--- src/rtl/funct_seq_pkg.sv ---
// Opcode/funct encodings shared by the ID-stage ALU function generator and its decoder.
// FSM state constants for the multiply/divide sequencer live here too.
package funct_seq_pkg;

  localparam logic [5:0] OP_SPECIAL = 6'h00;
  localparam logic [5:0] OP_JAL     = 6'h03;
  localparam logic [5:0] OP_ADDI    = 6'h08;
  localparam logic [5:0] OP_ADDIU   = 6'h09;
  localparam logic [5:0] OP_SLTI    = 6'h0A;
  localparam logic [5:0] OP_SLTIU   = 6'h0B;
  localparam logic [5:0] OP_ANDI    = 6'h0C;
  localparam logic [5:0] OP_ORI     = 6'h0D;
  localparam logic [5:0] OP_XORI    = 6'h0E;
  localparam logic [5:0] OP_LUI     = 6'h0F;
  localparam logic [5:0] OP_LB      = 6'h20;
  localparam logic [5:0] OP_LH      = 6'h21;
  localparam logic [5:0] OP_LW      = 6'h23;
  localparam logic [5:0] OP_LBU     = 6'h24;
  localparam logic [5:0] OP_LHU     = 6'h25;
  localparam logic [5:0] OP_SB      = 6'h28;
  localparam logic [5:0] OP_SH      = 6'h29;
  localparam logic [5:0] OP_SW      = 6'h2B;

  localparam logic [5:0] F_NOP   = 6'h00;
  localparam logic [5:0] F_MFHI  = 6'h10;
  localparam logic [5:0] F_MTLO  = 6'h13;
  localparam logic [5:0] F_MULT  = 6'h18;
  localparam logic [5:0] F_MULTU = 6'h19;
  localparam logic [5:0] F_DIV   = 6'h1A;
  localparam logic [5:0] F_DIVU  = 6'h1B;
  localparam logic [5:0] F_ADD   = 6'h20;
  localparam logic [5:0] F_ADDU  = 6'h21;
  localparam logic [5:0] F_AND   = 6'h24;
  localparam logic [5:0] F_OR    = 6'h25;
  localparam logic [5:0] F_XOR   = 6'h26;
  localparam logic [5:0] F_SLT   = 6'h2A;
  localparam logic [5:0] F_SLTU  = 6'h2B;

  localparam logic [0:0] ST_IDLE = 1'b0;
  localparam logic [0:0] ST_BUSY = 1'b1;

endpackage

--- src/rtl/funct_seq_decode.sv ---
// Combinational opcode/funct to ALU funct decode, plus HI/LO classification.
// Zero latency; no flow control of its own.
module funct_decode
  import funct_seq_pkg::*;
#(
  parameter int OP_W    = 6,
  parameter int FUNCT_W = 6
) (
  input  logic [OP_W-1:0]    op,
  input  logic [FUNCT_W-1:0] funct_in,
  output logic [FUNCT_W-1:0] funct,
  output logic               is_md,
  output logic               is_div,
  output logic               hilo_dep
);

  logic special;
  logic md_range;
  logic mfmt_range;
  logic div_code;

  assign special    = (op == OP_W'(OP_SPECIAL));
  assign md_range   = (funct_in >= FUNCT_W'(F_MULT)) && (funct_in <= FUNCT_W'(F_DIVU));
  assign mfmt_range = (funct_in >= FUNCT_W'(F_MFHI)) && (funct_in <= FUNCT_W'(F_MTLO));
  assign div_code   = (funct_in == FUNCT_W'(F_DIV)) || (funct_in == FUNCT_W'(F_DIVU));

  assign is_md    = special && md_range;
  assign is_div   = special && div_code;
  assign hilo_dep = special && (md_range || mfmt_range);

  always_comb begin
    funct = FUNCT_W'(F_NOP);
    case (op)
      OP_W'(OP_SPECIAL): funct = funct_in;
      OP_W'(OP_LUI), OP_W'(OP_ORI), OP_W'(OP_JAL): funct = FUNCT_W'(F_OR);
      OP_W'(OP_LB), OP_W'(OP_LH), OP_W'(OP_LW), OP_W'(OP_LBU), OP_W'(OP_LHU),
      OP_W'(OP_SB), OP_W'(OP_SH), OP_W'(OP_SW), OP_W'(OP_ADDIU): funct = FUNCT_W'(F_ADDU);
      OP_W'(OP_ANDI):  funct = FUNCT_W'(F_AND);
      OP_W'(OP_XORI):  funct = FUNCT_W'(F_XOR);
      OP_W'(OP_ADDI):  funct = FUNCT_W'(F_ADD);
      OP_W'(OP_SLTI):  funct = FUNCT_W'(F_SLT);
      OP_W'(OP_SLTIU): funct = FUNCT_W'(F_SLTU);
      default:         funct = FUNCT_W'(F_NOP);
    endcase
  end

endmodule

--- src/rtl/funct_seq.sv ---
// ID/EX ALU funct register with a fixed-latency MULT/DIV sequencer; 1-cycle decode-to-output.
// Only HI/LO-dependent instructions stall while an op is in flight; flush squashes acceptance.
module funct_seq
  import funct_seq_pkg::*;
#(
  parameter int OP_W       = 6,
  parameter int FUNCT_W    = 6,
  parameter int MUL_CYCLES = 4,
  parameter int DIV_CYCLES = 32
) (
  input  logic               clk,
  input  logic               rst_n,
  input  logic               valid_in,
  input  logic [OP_W-1:0]    op,
  input  logic [FUNCT_W-1:0] funct_in,
  input  logic               flush,
  output logic               stall_req,
  output logic [FUNCT_W-1:0] funct_out,
  output logic               funct_valid,
  output logic               md_start,
  output logic               md_busy,
  output logic               md_done
);

  localparam int MAX_CYCLES = (MUL_CYCLES > DIV_CYCLES) ? MUL_CYCLES : DIV_CYCLES;
  localparam int CNT_W      = $clog2(MAX_CYCLES + 1);
  localparam logic [CNT_W-1:0] MUL_LOAD = CNT_W'(MUL_CYCLES - 1);
  localparam logic [CNT_W-1:0] DIV_LOAD = CNT_W'(DIV_CYCLES - 1);

  logic [FUNCT_W-1:0] dec_funct;
  logic               dec_is_md;
  logic               dec_is_div;
  logic               dec_hilo_dep;

  funct_decode #(
    .OP_W    (OP_W),
    .FUNCT_W (FUNCT_W)
  ) u_decode (
    .op       (op),
    .funct_in (funct_in),
    .funct    (dec_funct),
    .is_md    (dec_is_md),
    .is_div   (dec_is_div),
    .hilo_dep (dec_hilo_dep)
  );

  logic [0:0]         state_q, state_d;
  logic [CNT_W-1:0]   cnt_q, cnt_d;
  logic [FUNCT_W-1:0] funct_out_q, funct_out_d;
  logic               funct_valid_q, funct_valid_d;
  logic               md_start_q, md_start_d;
  logic               accept;

  assign md_busy   = (state_q == ST_BUSY);
  assign md_done   = md_busy && (cnt_q == '0);
  // The done cycle releases the stall so a dependent op lands right behind the result.
  assign stall_req = valid_in && dec_hilo_dep && md_busy && !md_done;
  assign accept    = valid_in && !flush && !stall_req;

  always_comb begin
    state_d       = state_q;
    cnt_d         = cnt_q;
    funct_out_d   = accept ? dec_funct : FUNCT_W'(F_NOP);
    funct_valid_d = accept;
    md_start_d    = accept && dec_is_md;
    if (state_q == ST_BUSY) begin
      if (cnt_q == '0) begin
        state_d = ST_IDLE;
      end else begin
        cnt_d = cnt_q - CNT_W'(1);
      end
    end
    // A new issue overrides the done-cycle return to IDLE (back-to-back).
    if (accept && dec_is_md) begin
      state_d = ST_BUSY;
      cnt_d   = dec_is_div ? DIV_LOAD : MUL_LOAD;
    end
  end

  always_ff @(posedge clk or negedge rst_n) begin
    if (!rst_n) begin
      state_q       <= ST_IDLE;
      cnt_q         <= '0;
      funct_out_q   <= '0;
      funct_valid_q <= 1'b0;
      md_start_q    <= 1'b0;
    end else begin
      state_q       <= state_d;
      cnt_q         <= cnt_d;
      funct_out_q   <= funct_out_d;
      funct_valid_q <= funct_valid_d;
      md_start_q    <= md_start_d;
    end
  end

  assign funct_out   = funct_out_q;
  assign funct_valid = funct_valid_q;
  assign md_start    = md_start_q;

endmodule

--- config.mk ---
export PLATFORM = sky130hd
export DESIGN_NAME = funct_seq
export DESIGN_NICKNAME = d
export VERILOG_FILES = /design/src/rtl/funct_seq_pkg.sv /design/src/rtl/funct_seq_decode.sv /design/src/rtl/funct_seq.sv
export SDC_FILE = /design/constraint.sdc
export NUM_CORES = 1
export LEC_CHECK = 0
export CAP_MARGIN = 30
export CORE_MARGIN = 8
export CORE_UTILIZATION = 41
export DETAILED_ROUTE_END_ITERATION = 8
export PLACE_DENSITY_LB_ADDON = 0.05
export SKIP_LAST_GASP = 1
export SYNTH_ARGS = -nofsm -noshare
export SYNTH_HDL_FRONTEND = slang
export SYNTH_SLANG_ARGS = --single-unit
--- constraint.sdc ---
create_clock -name clk -period 1.9 [get_ports clk]
set_input_delay 0.19 -clock clk [delete_from_list [all_inputs] [get_ports clk]]
set_output_delay 0.19 -clock clk [all_outputs]
set_load 0.02 [all_outputs]
Yosys cells after proc, flatten, opt, wreduce, memory -nomap -nowiden
Index checks and enable logic that the tools add are counted.
Cells by class
  $lt $le $gt $ge: 4
  multiplexer cells: 9
  equality and inequality tests: 20
  reduce and logical (&&, ||, !) cells: 23
  add/sub/neg operators: 1
Operators by type and width (count)
  6-bit by 4-bit equality test with 1-bit output (second input constant): 8
  6-bit equality test (second input constant): 8
  6-bit case mux with 8 select lines: 1
  6-bit 2-to-1 mux: 4
  6-bit by 5-bit equality test with 1-bit output (second input constant): 2
  6-bit by 5-bit >= comparator with 1-bit output (second input constant): 2
  6-bit by 5-bit less-or-equal comparator with 1-bit output (second input constant): 2
  1-bit logical AND: 12
  6-bit zero test: 2
  9-bit OR reduction: 1
  6-bit by 2-bit equality test with 1-bit output (second input constant): 1
  6-bit by 1-bit subtractor with 6-bit output (second input constant): 1
  5-bit 2-to-1 mux: 1
  1-bit zero test: 3
  1-bit 2-to-1 mux: 3
  3-bit OR reduction: 1
  1-bit logical OR: 2
  2-bit inequality test (second input constant): 1
  2-bit AND reduction: 1
  2-bit nonzero test: 1
Word-level totals
  output and inout bits: 11
  logic and storage cells: 62
  input bits: 16
  flip-flop bits (word level): 15

Longest topological paths before layout
Gate-level depths: netlist (run 1).
  depth after elaboration: 12
  gate-level depth with buffers: 7
  mapped depth without buffers: 6

Modules after synthesis
Synthesis (run 1) repeated with hierarchy kept, for this count alone.
Second synthesis, totals
  cell total of the unflattened synthesis: 101
  area total of the unflattened synthesis: 912.1 um^2
Modules (own cells, without submodules)
  funct_seq: sequential area each 375.4 um^2, area each 681.9 um^2, cells each 62, times used 1
  funct_decode: sequential area each 0.0 um^2, area each 230.2 um^2, cells each 39, times used 1

Least setup slack after synthesis (run 1)
Ideal clock, no wire load.
  path kind: in2reg
  start point: input port op[1]
  end point: register cnt_q[2]
  path buffers: 2
  stages on the path: 6
  path slack: -113 ps
  arrival: 1888 ps
  setup time: 125 ps
  required time: 1775 ps
  path through: buf_6 nor4_4 or4b_4 or3_1 buf_6 mux2_4
On the way
  cells in the longest elaborated chain, start to end: 10
  elaborated cells between the ends (all ways): 15
  those cells by class: eq/ne (1); mux (2); reduce/logical (12)
Ends and longest elaborated chain
  start: declaration: line funct_seq.sv:14  | input logic [OP_W-1:0] op,
  6-bit zero test *: line funct_seq_decode.sv:22  | assign special = (op == OP_W'(OP_SPECIAL));
  1-bit logical AND: line funct_seq_decode.sv:29  | assign hilo_dep = special && (md_range || mfmt_range);
  1-bit logical AND (3 in series): line funct_seq.sv:57  | assign stall_req = valid_in && dec_hilo_dep && md_busy && !md_done;
  1-bit zero test: line funct_seq.sv:58  | assign accept = valid_in && !flush && !stall_req;
  1-bit logical AND: line funct_seq.sv:58
  1-bit logical AND: line funct_seq.sv:74  | if (accept && dec_is_md) begin
  2-bit inequality test (no line) or 2-bit nonzero test (tied branches)
  2-bit AND reduction (no line)
  end signal: assignment: line funct_seq.sv:89  | cnt_q <= cnt_d;
  end: declaration: line funct_seq.sv:48  | logic [CNT_W-1:0] cnt_q, cnt_d;
Mark *: on every way between the ends. The rest lies on a longest branch, timed or not.
A chain may end at the register's enable or synchronous reset.

Worst setup path after layout (run 1)
  start point: input port funct_in[4]
  end point: register cnt_q[2]
On the way
  cells in the longest elaborated chain, start to end: 12
  elaborated cells between the ends (all ways): 24
  those cells by class: order compare (4); eq/ne (3); mux (2); reduce/logical (15)
Ends and longest elaborated chain
  start: declaration: line funct_seq.sv:15  | input logic [FUNCT_W-1:0] funct_in,
  6-bit by 5-bit >= comparator with 1-bit output, or another cell as far along: line funct_seq_decode.sv:23  | assign md_range = (funct_in >= FUNCT_W'(F_MULT)) && (funct_in <= FUNCT_W'(F_DIVU));
  1-bit logical AND (on tied branches): line funct_seq_decode.sv:23, funct_seq_decode.sv:24
  1-bit logical OR: line funct_seq_decode.sv:29
  1-bit logical AND: line funct_seq_decode.sv:29
  1-bit logical AND (3 in series): line funct_seq.sv:57
  1-bit zero test: line funct_seq.sv:58
  1-bit logical AND: line funct_seq.sv:58
  1-bit logical AND: line funct_seq.sv:74
  2-bit inequality test (no line) or 2-bit nonzero test (tied branches)
  2-bit AND reduction (no line)
Parallel ways exist; a longest one is shown, timed or not.

==> metrics.txt, run 1 <==
crit-path leading delay family=simple AND/OR/NAND/NOR gates; Die ar.=3860 sq um; worst-margin pin slew=between 600 and 700 ps; Yosys reg bits=15; sequential fraction of the synthesis area=43.0%; vias in the first global route=897; DRC=0; CP arrival=~2000 ps; final max-slew violation count=0; RePlAce Congestion=~0.85; layout net count=159; worst min path class=primary input to flop; Pwr Density=about 950 nW/um^2; CP required=2070 ps; Post-Syn Nets=roughly 110; CTS sink count=15; most common cell after layout, fill and taps aside=buf_4; max cap viols=0; crit share post-route=97.5%; synthesized instance count=90; Iteration-0 DRC Markers=26; clk slew on worst S/H paths=80 ps; area growth from synthesis to layout=54.2%; clk_lat worst skew=280 ps; Final WS setup=46.9 ps; diode count=0; first-pass GRT wire length=3.63 mm; crit path launch type=primary input; CTS tree=done; DP HPWL=1.85 mm; Post-Syn Area=873 sq um; Mean Syn Cell Area=9.70 sq um; TritonCTS Buffers=3; largest net degree at the start of global routing=16; grt ovf=0; total vias in the final route=849; DP Cell Count=163; # rows=16; drt wl/cell=13.4 um; setup violators final=0; Worst Setup End Kind=flop; Yosys cell types=36; Setup TNS Final=0 ps; Max Buffers Root-to-Sink=2; Final Skew=1.03 ps; Total GRT Usage=a little under an eighth; sum of buffers and inverters on the critical path=2; Die Y-Extent=just over 60 um; worst path cell trace=clkdlybuf4s15_1 -> or3b_4 -> or4b_4 -> buf_6 -> or3_4 -> mux2_4; drt total wl=2.26 mm; fraction of layout instances using a drive strength above 1=31.2%; DR vias/cell=5.05; Crit Path Category=primary input to flop; CP peak stage delay=500 ps; Top Ports=27; pre-CTS WS=-582 ps; Worst path slowest cell=or4b_4; Yosys warning total=0; CTS Root Cell=clkbuf_4; die width=62.2 um; maximum vdd drop=0.636 mV; Non-Filler Instances=168; core area=1980 sq um; Max Fclk=~0.54 GHz; Final Total Pwr=roughly 0.0013 W; H-tree Lvls=1; Hold Buf Count CTS=0; RSZ-0062 raised after global routing=no; P_leak=0.630 nW; Hold Violations, Final=0; status=finished, final reports clean; Max-slew headroom=a little under three fifths; Critical Path Fanout Max=3; initial core utilization=roughly 44%; initial antenna violation count=0; Antenna Nets Post-Route=0; Initial DRT Pass Iterations=4; fin crit period=1850 ps; most frequent cells in the layout=buf_4, clkdlybuf4s50_1, dfrtp_1; PortBufs=26
## final cells by class
type	instances	area, sq um
fill	158	636
sequential	15	375
inverter	6	22.5
multi-input combinational	65	459
tap	27	33.8
timing repair buffer	51	429
clock buffer	4	26.3
## layer usage
layer | track usage, % | part of all wire, % | up-vias
li1 | - | - | 424
met1 | 12.0 | 44 | 393
met2 | 19.9 | 49 | 26
met3 | 3.23 | 4.7 | 6
met4 | 6.41 | 2.0 | 0
met5 | 0 | 0 | -
## worst paths after layout
path	from	endpoint	slack [ps]	cells past startpoint
worst max register to register	cnt_q[0]	cnt_q[2]	90	7
worst min register to register	cnt_q[1]	cnt_q[1]	600	3
worst max-delay path	funct_in[4]	cnt_q[2]	50	6
min in group asynchronous	rst_n	funct_out[0]	310	1
max in group asynchronous	rst_n	funct_out[2]	1180	1
worst min-delay path	funct_in[5]	funct_out[5]	230	3
## synth_stat cells
cell / n / area share (%)
a211o_1: 1 / 1.0
a211oi_1: 1 / 0.86
a21bo_2: 2 / 2.3
a21boi_0: 1 / 0.86
a21oi_1: 5 / 2.9
a22oi_1: 1 / 0.86
a32oi_1: 1 / 1.0
and2_2: 1 / 0.86
and3_1: 2 / 1.4
buf_2: 1 / 0.57
buf_6: 2 / 2.6
clkbuf_1: 1 / 0.43
dfrtp_1: 15 / 43
ha_1: 1 / 1.4
inv_1: 6 / 2.6
mux2_4: 1 / 1.7
mux2i_1: 4 / 4.6
nand2_1: 10 / 4.3
nand2b_1: 1 / 0.72
nand3b_1: 1 / 0.86
nor2_1: 7 / 3.0
nor2b_1: 4 / 2.9
nor3_1: 4 / 2.3
nor4_1: 2 / 1.4
nor4_4: 1 / 2.4
nor4b_1: 2 / 2.0
o211ai_1: 1 / 0.86
o21a_1: 1 / 0.86
o21ai_0: 2 / 1.1
o221ai_1: 1 / 1.0
o22ai_1: 1 / 0.72
o2bb2ai_1: 1 / 1.0
or3_1: 1 / 0.72
or3b_1: 1 / 1.0
or4b_2: 2 / 2.3
or4b_4: 1 / 1.6
## what timing repair did
| item | 4_1_cts | 5_1_grt |
|---|---|---|
| endpoints found under the setup margin | 9 | 6 |
| pin swaps | 4 | 2 |
| resized for setup | 21 | 8 |
| buffers inserted | 1 | 0 |
## worst reg2reg max path, stage by stage, from the launching register on
cell and delay [ps]:
dfrtp_1 380, inv_1 80, ha_1 170, nor2b_2 150
buf_4 120, a21boi_0 100, or3_4 410, mux2_4 300
## state kept, by name, indices dropped and copies added (netlist names)
name,cells
cnt_q,6
funct_out,6
funct_valid,1
md_busy,1
md_start,1
## power breakdown
| part | switching (W) | internal (W) |
|---|---|---|
| logic | 0.000284 | 0.000366 |
| registers | 0.0000591 | 0.000396 |
| clock network | 0.0000949 | 0.0000816 |
| total | 0.000438 | 0.000844 |
## logic make-up after synthesis
logic type                 share of synthesized area, %
and+or+nand+nor                                    27.8
muxes                                              6.30
DFF                                                43.0
adders and majority gates                          1.43
buffers and inverters                              6.16
AOI/OAI and AO/OA                                  15.3
## metrics by stage
stage / cell area (sq um) / hold WS [ps] / utilization (%)
2_1_floorplan: 880 / -106 / -
3_3_place_gp: 1320 / 557 / 66.4
3_5_place_dp: 1320 / 589 / 66.4
4_1_cts: 1340 / 213 / 67.8
5_1_grt: 1350 / 256 / 67.9
6_report: 1350 / 227 / 67.9
No activity file was read; power rests on OpenSTA's default activity.
==> run 2: changes to the inputs <==
CTS_CLUSTER_SIZE = 8   (was default)
SKIP_LAST_GASP = default   (was 1)
==> metrics.txt, run 2 (synthesis results as in run 1) <==
register area=375 sq um (unchanged); Final Total Pwr=0.00128 W (about the same); DP Cell Count=163 (unchanged); Non-Filler Instances=168 (unchanged); worst-margin pin slew=656 ps (about the same); Logic pwr share=50.7% (about the same); multi-input logic area=459 sq um (unchanged); PortBufs=26 (unchanged); CP peak stage delay=500 ps (about the same); P_leak=0.630 nW (unchanged); RSZ-0062 raised after global routing=no (unchanged); crit path launch type=primary input (unchanged); Top Layer Used=met4 (unchanged); Hold Violations, Final=0 (unchanged); RePlAce Congestion=0.849 (unchanged); TritonCTS Buffers=3 (unchanged); first-pass GRT wire length=3.64 mm (was 3.63 mm); Critical Path Fanout Max=3 (unchanged); CP required=2070 ps (about the same); Antenna Nets Post-Route=0 (unchanged); P_int=0.000844 W (about the same); Finished Cell Area=1350 sq um (unchanged); CTS Root Cell=clkbuf_4 (unchanged); # rows=16 (unchanged); CP arrival=2020 ps (about the same); Die ar.=3860 sq um (unchanged); Placed Area=1320 sq um (unchanged); worst min path class=primary input to flop (unchanged); H-tree Lvls=1 (unchanged); met3 WL=106 um (unchanged); core area=1980 sq um (unchanged); initial antenna violation count=0 (unchanged); status=finished, final reports clean (unchanged); DP HPWL=1.85 mm (unchanged); crit share post-route=97.5% (about the same); Total GRT Usage=11.4% (about the same); largest net degree at the start of global routing=16 (unchanged); pre-CTS WS=-582 ps (unchanged); max cap viols=0 (unchanged); DRC=0 (unchanged); most frequent cells in the layout=buf_4, clkdlybuf4s50_1, dfrtp_1 (unchanged); clock power share=13.8% (about the same); Max-slew headroom=56.1% (about the same); Met1 Wirelength=985 um (was 987 um); Pwr Density=952 nW/um^2 (about the same); fraction of layout instances using a drive strength above 1=31.2% (unchanged); final max-slew violation count=0 (unchanged); CTS sink count=15 (unchanged); Final Skew=1.03 ps (about the same); Max Fclk=0.540 GHz (about the same); area growth from synthesis to layout=54.2% (unchanged); maximum vdd drop=0.636 mV (about the same); grt ovf=0 (unchanged); switching share of power=34.2% (about the same); drt total wl=2.26 mm (about the same); Initial DRT Pass Iterations=4 (unchanged); Final WS setup=47.0 ps (was 46.9 ps); Crit Path Category=primary input to flop (unchanged); diode count=0 (unchanged); Top Ports=27 (unchanged); NetSw=0.000438 W (about the same); clk slew on worst S/H paths=80 ps (about the same); fin crit period=1850 ps (about the same); sequential fraction of design power=35.5% (about the same); initial core utilization=44.1% (unchanged); Worst path slowest cell=or4b_4 (unchanged); met2 wire length=1.12 mm (about the same); Fillers=155 (was 158); Max Buffers Root-to-Sink=2 (unchanged); vias in the first global route=895 (was 897); layout net count=159 (unchanged); DR vias/cell=5.05 (about the same); Worst Setup End Kind=flop (unchanged); FF-to-FF setup slack=90 ps (about the same); total vias in the final route=848 (was 849); Die Y-Extent=62.2 um (unchanged); worst path cell trace=clkdlybuf4s15_1 -> or3b_4 -> or4b_4 -> buf_6 -> or3_4 -> mux2_4 (unchanged); most common cell after layout, fill and taps aside=buf_4 (unchanged); clk_lat worst skew=280 ps (about the same); Iteration-0 DRC Markers=26 (unchanged); drt wl/cell=13.4 um (about the same); setup violators final=0 (unchanged); die width=62.2 um (unchanged); CTS tree=done (unchanged)
-- run 2: stage by stage --
stage               setup TNS (ps)  hold WS [ps]  util [%]
finish                           0           227      67.9
floorplan                    -54.0          -106         -
global placement             -4740           557      66.4
CTS                              0           213      67.5
global route                     0           256      67.9
detailed placement           -5190           589      66.4
-- run 2: what timing repair did --
| action | CTS | global route |
|---|---|---|
| hold endpoints to repair | 0 | 0 |
| setup endpoints to repair | 9 | 5 |
| setup buffers | 1 | 0 |
| resized for setup | 22 | 7 |
| pin swaps | 4 | 2 |
| hold buffers | 0 | 0 |
-- run 2: power by group through the flow --
| stage | logic [W] | clock network [W] | registers [W] |
|---|---|---|---|
| 2_1_floorplan | 0.000311 | 0 | 0.000470 |
| 3_3_place_gp | 0.000631 | 0 | 0.000452 |
| 3_5_place_dp | 0.000649 | 0 | 0.000459 |
| 4_1_cts | 0.000646 | 0.000190 | 0.000452 |
| 5_1_grt | 0.000711 | 0.000197 | 0.000465 |
| 6_report | 0.000650 | 0.000176 | 0.000455 |
-- run 2: worst max-delay path: cells and delay by family --
kind,cells,cell delay (ps)
buf+inv,2,300
mux,1,300
simple gates,3,1230
-- run 2: layer usage --
layer / GRT usage [%] / vias to the layer above
met5: 0 / -
met4: 6.41 / 0
met3: 3.23 / 6
met2: 19.9 / 26
met1: 12.1 / 392
li1: - / 424
-- run 2: cell type report --
cell class	instances	area share [%]
repair buffers	51	31.9
well taps	27	2.51
flip-flops and latches	15	27.9
inverters	6	1.67
clock buffers	4	1.95
multi-input cells	65	34.1
-- run 2: final timing paths --
kind,startpoint,endpoint,cells after the start
setup reg to reg,cnt_q[0],cnt_q[2],7
min in group asynchronous,rst_n,funct_out[0],1
setup / recovery,funct_in[4],cnt_q[2],6
hold / removal,funct_in[5],funct_out[5],3
max in group asynchronous,rst_n,funct_out[2],1
hold reg to reg,cnt_q[1],cnt_q[1],3
==> run 3: changes to the inputs <==
CAP_MARGIN = 20   (was 30)
PLACE_DENSITY = 0.81   (was default)
PLACE_DENSITY_LB_ADDON = default   (was 0.05)
==> metrics.txt, run 3 (synthesis results as in run 1) <==
P_leak=0.625 nW (was 0.630 nW); Worst Setup End Kind=flop (unchanged); H-tree Lvls=1 (unchanged); clk_lat worst skew=290 ps (was 280 ps); status=finished, final reports clean (unchanged); maximum vdd drop=0.485 mV (was 0.636 mV); HP Start=funct_in[4] (was funct_in[5]); register area=375 sq um (unchanged); crit-path leading delay family=simple AND/OR/NAND/NOR gates (unchanged); drt total wl=2.49 mm (was 2.26 mm); worst min path class=primary input to flop (unchanged); Critical Path Fanout Max=2 (was 3); DRC=0 (unchanged); Die ar.=3860 sq um (unchanged); Final Skew=1.94 ps (was 1.03 ps); DR vias/cell=5.30 (was 5.05); grt ovf=0 (unchanged); DP HPWL=1.98 mm (was 1.85 mm); Setup TNS Final=0 ps (unchanged); CP peak stage delay=510 ps (was 500 ps); final max-slew violation count=0 (unchanged); Die Y-Extent=62.2 um (unchanged); sum of buffers and inverters on the critical path=2 (unchanged); PortBufs=26 (unchanged); drt wl/cell=15.0 um (was 13.4 um); CTS tree=done (unchanged); Iteration-0 DRC Markers=29 (was 26); Placed Area=1290 sq um (was 1320 sq um); layout net count=157 (was 159); setup violators final=0 (unchanged); RePlAce Congestion=0.830 (was 0.849); # rows=16 (unchanged); pre-CTS WS=-591 ps (was -582 ps); Final WS setup=4.70 ps (was 47.0 ps); Hold Violations, Final=0 (unchanged); Pwr Density=968 nW/um^2 (was 952 nW/um^2); CP arrival=2080 ps (was 2020 ps); Min-Delay Path Depth=2 (was 3); crit share post-route=99.8% (was 97.5%); R2R depth=5 (was 7); CP required=2080 ps (was 2070 ps); multi-input logic area=467 sq um (was 459 sq um); worst-margin pin slew=647 ps (was 656 ps); CTS sink count=15 (unchanged); post-layout util=67.9% (unchanged); clk slew on worst S/H paths=90 ps (was 80 ps); worst path cell trace=clkdlybuf4s15_1 -> or3b_4 -> or4b_4 -> buf_6 -> or3_4 -> mux2_4 (unchanged); Max Buffers Root-to-Sink=2 (unchanged); Worst R2R Start=cnt_q[1] (was cnt_q[0]); area growth from synthesis to layout=54.2% (unchanged); Fillers=156 (was 155); fraction of layout instances using a drive strength above 1=30.9% (was 31.2%); total vias in the final route=880 (was 848); TritonCTS Buffers=3 (unchanged); worst reg2reg path endpoint=cnt_q[5] (was cnt_q[2]); worst-case hold path end point=funct_out[4] (was funct_out[5]); die width=62.2 um (unchanged); fin crit period=1900 ps (was 1850 ps); most common cell after layout, fill and taps aside=buf_4 (unchanged); largest net degree at the start of global routing=16 (unchanged); most frequent cells in the layout=buf_4, clkdlybuf4s50_1, dfrtp_1 (unchanged); vias in the first global route=951 (was 895); initial core utilization=44.1% (unchanged); Max Fclk=0.528 GHz (was 0.540 GHz); RSZ-0062 raised after global routing=no (unchanged); Max-slew headroom=56.7% (was 56.1%); core area=1980 sq um (unchanged); Crit Path Category=primary input to flop (unchanged); max cap viols=0 (unchanged); Total GRT Usage=13.3% (was 11.4%); initial antenna violation count=0 (unchanged); first-pass GRT wire length=4.31 mm (was 3.64 mm); Antenna Nets Post-Route=0 (unchanged); diode count=0 (unchanged); FF-to-FF setup slack=110 ps (was 90 ps); Initial DRT Pass Iterations=2 (was 4); Worst path slowest cell=or4b_4 (unchanged); Top Ports=27 (unchanged); Finished Cell Area=1350 sq um (unchanged); CTS Root Cell=clkbuf_4 (unchanged); crit path launch type=primary input (unchanged)
-- run 3: worst reg2reg max path, stage by stage (launching register included) --
cell and delay [ps]:
dfrtp_1 390, buf_4 140, or4b_2 680, nor3_1 220, mux2i_1 220, nor2_1 50
-- run 3: where the power goes --
group | internal (W) | total, W | switching (W) | leakage (nW)
registers | 0.000396 | 0.000459 | 0.0000630 | 0.194
logic | 0.000362 | 0.000662 | 0.000300 | 0.413
clock network | 0.0000783 | 0.000183 | 0.000104 | 0.0177
-- run 3: how the worst max path moves through the flow --
stage | start | to | slack [ps] | cells past startpoint
6_report | funct_in[5] | cnt_q[2] | 5 | 6
5_1_grt | funct_in[5] | cnt_q[2] | 6 | 6
4_1_cts | funct_in[5] | cnt_q[2] | 10 | 6
3_5_place_dp | funct_in[4] | stall_req | -590 | 5
3_3_place_gp | funct_in[4] | stall_req | -560 | 5
2_1_floorplan | op[1] | cnt_q[2] | -50 | 6
-- run 3: timing repair --
| action | 4_1_cts | 5_1_grt |
|---|---|---|
| setup endpoints to repair | 10 | 4 |
| setup buffers | 2 | 0 |
| hold buffers | 0 | 0 |
| resized for setup | 24 | 6 |
| pin swaps | 4 | 2 |
-- run 3: cell type report --
| type | instances | share of cell area (%) |
|---|---|---|
| inverters | 6 | 1.67 |
| well taps | 27 | 2.51 |
| clock buffers | 3 | 1.67 |
| clock inverters | 1 | 0.372 |
| multi-input cells | 65 | 34.7 |
| flip-flops and latches | 15 | 27.9 |
| repair buffers | 49 | 31.2 |
-- run 3: metal layers --
layer  GRT usage (%)  part of all wire [%]
met2            23.0                    54
met5               0                     0
met3            1.97                   2.6
met4            10.5                   4.2
met1            14.0                    39
-- run 3: through the flow --
| step | power [W] | hold WS, ps | instances |
|---|---|---|---|
| floorplan | 0.000781 | -106 | 90 |
| global placement | 0.00106 | 552 | 160 |
| detailed placement | 0.00111 | 555 | 160 |
| CTS | 0.00129 | 234 | 166 |
| global route | 0.00141 | 227 | 166 |
| finish | 0.00130 | 238 | 166 |
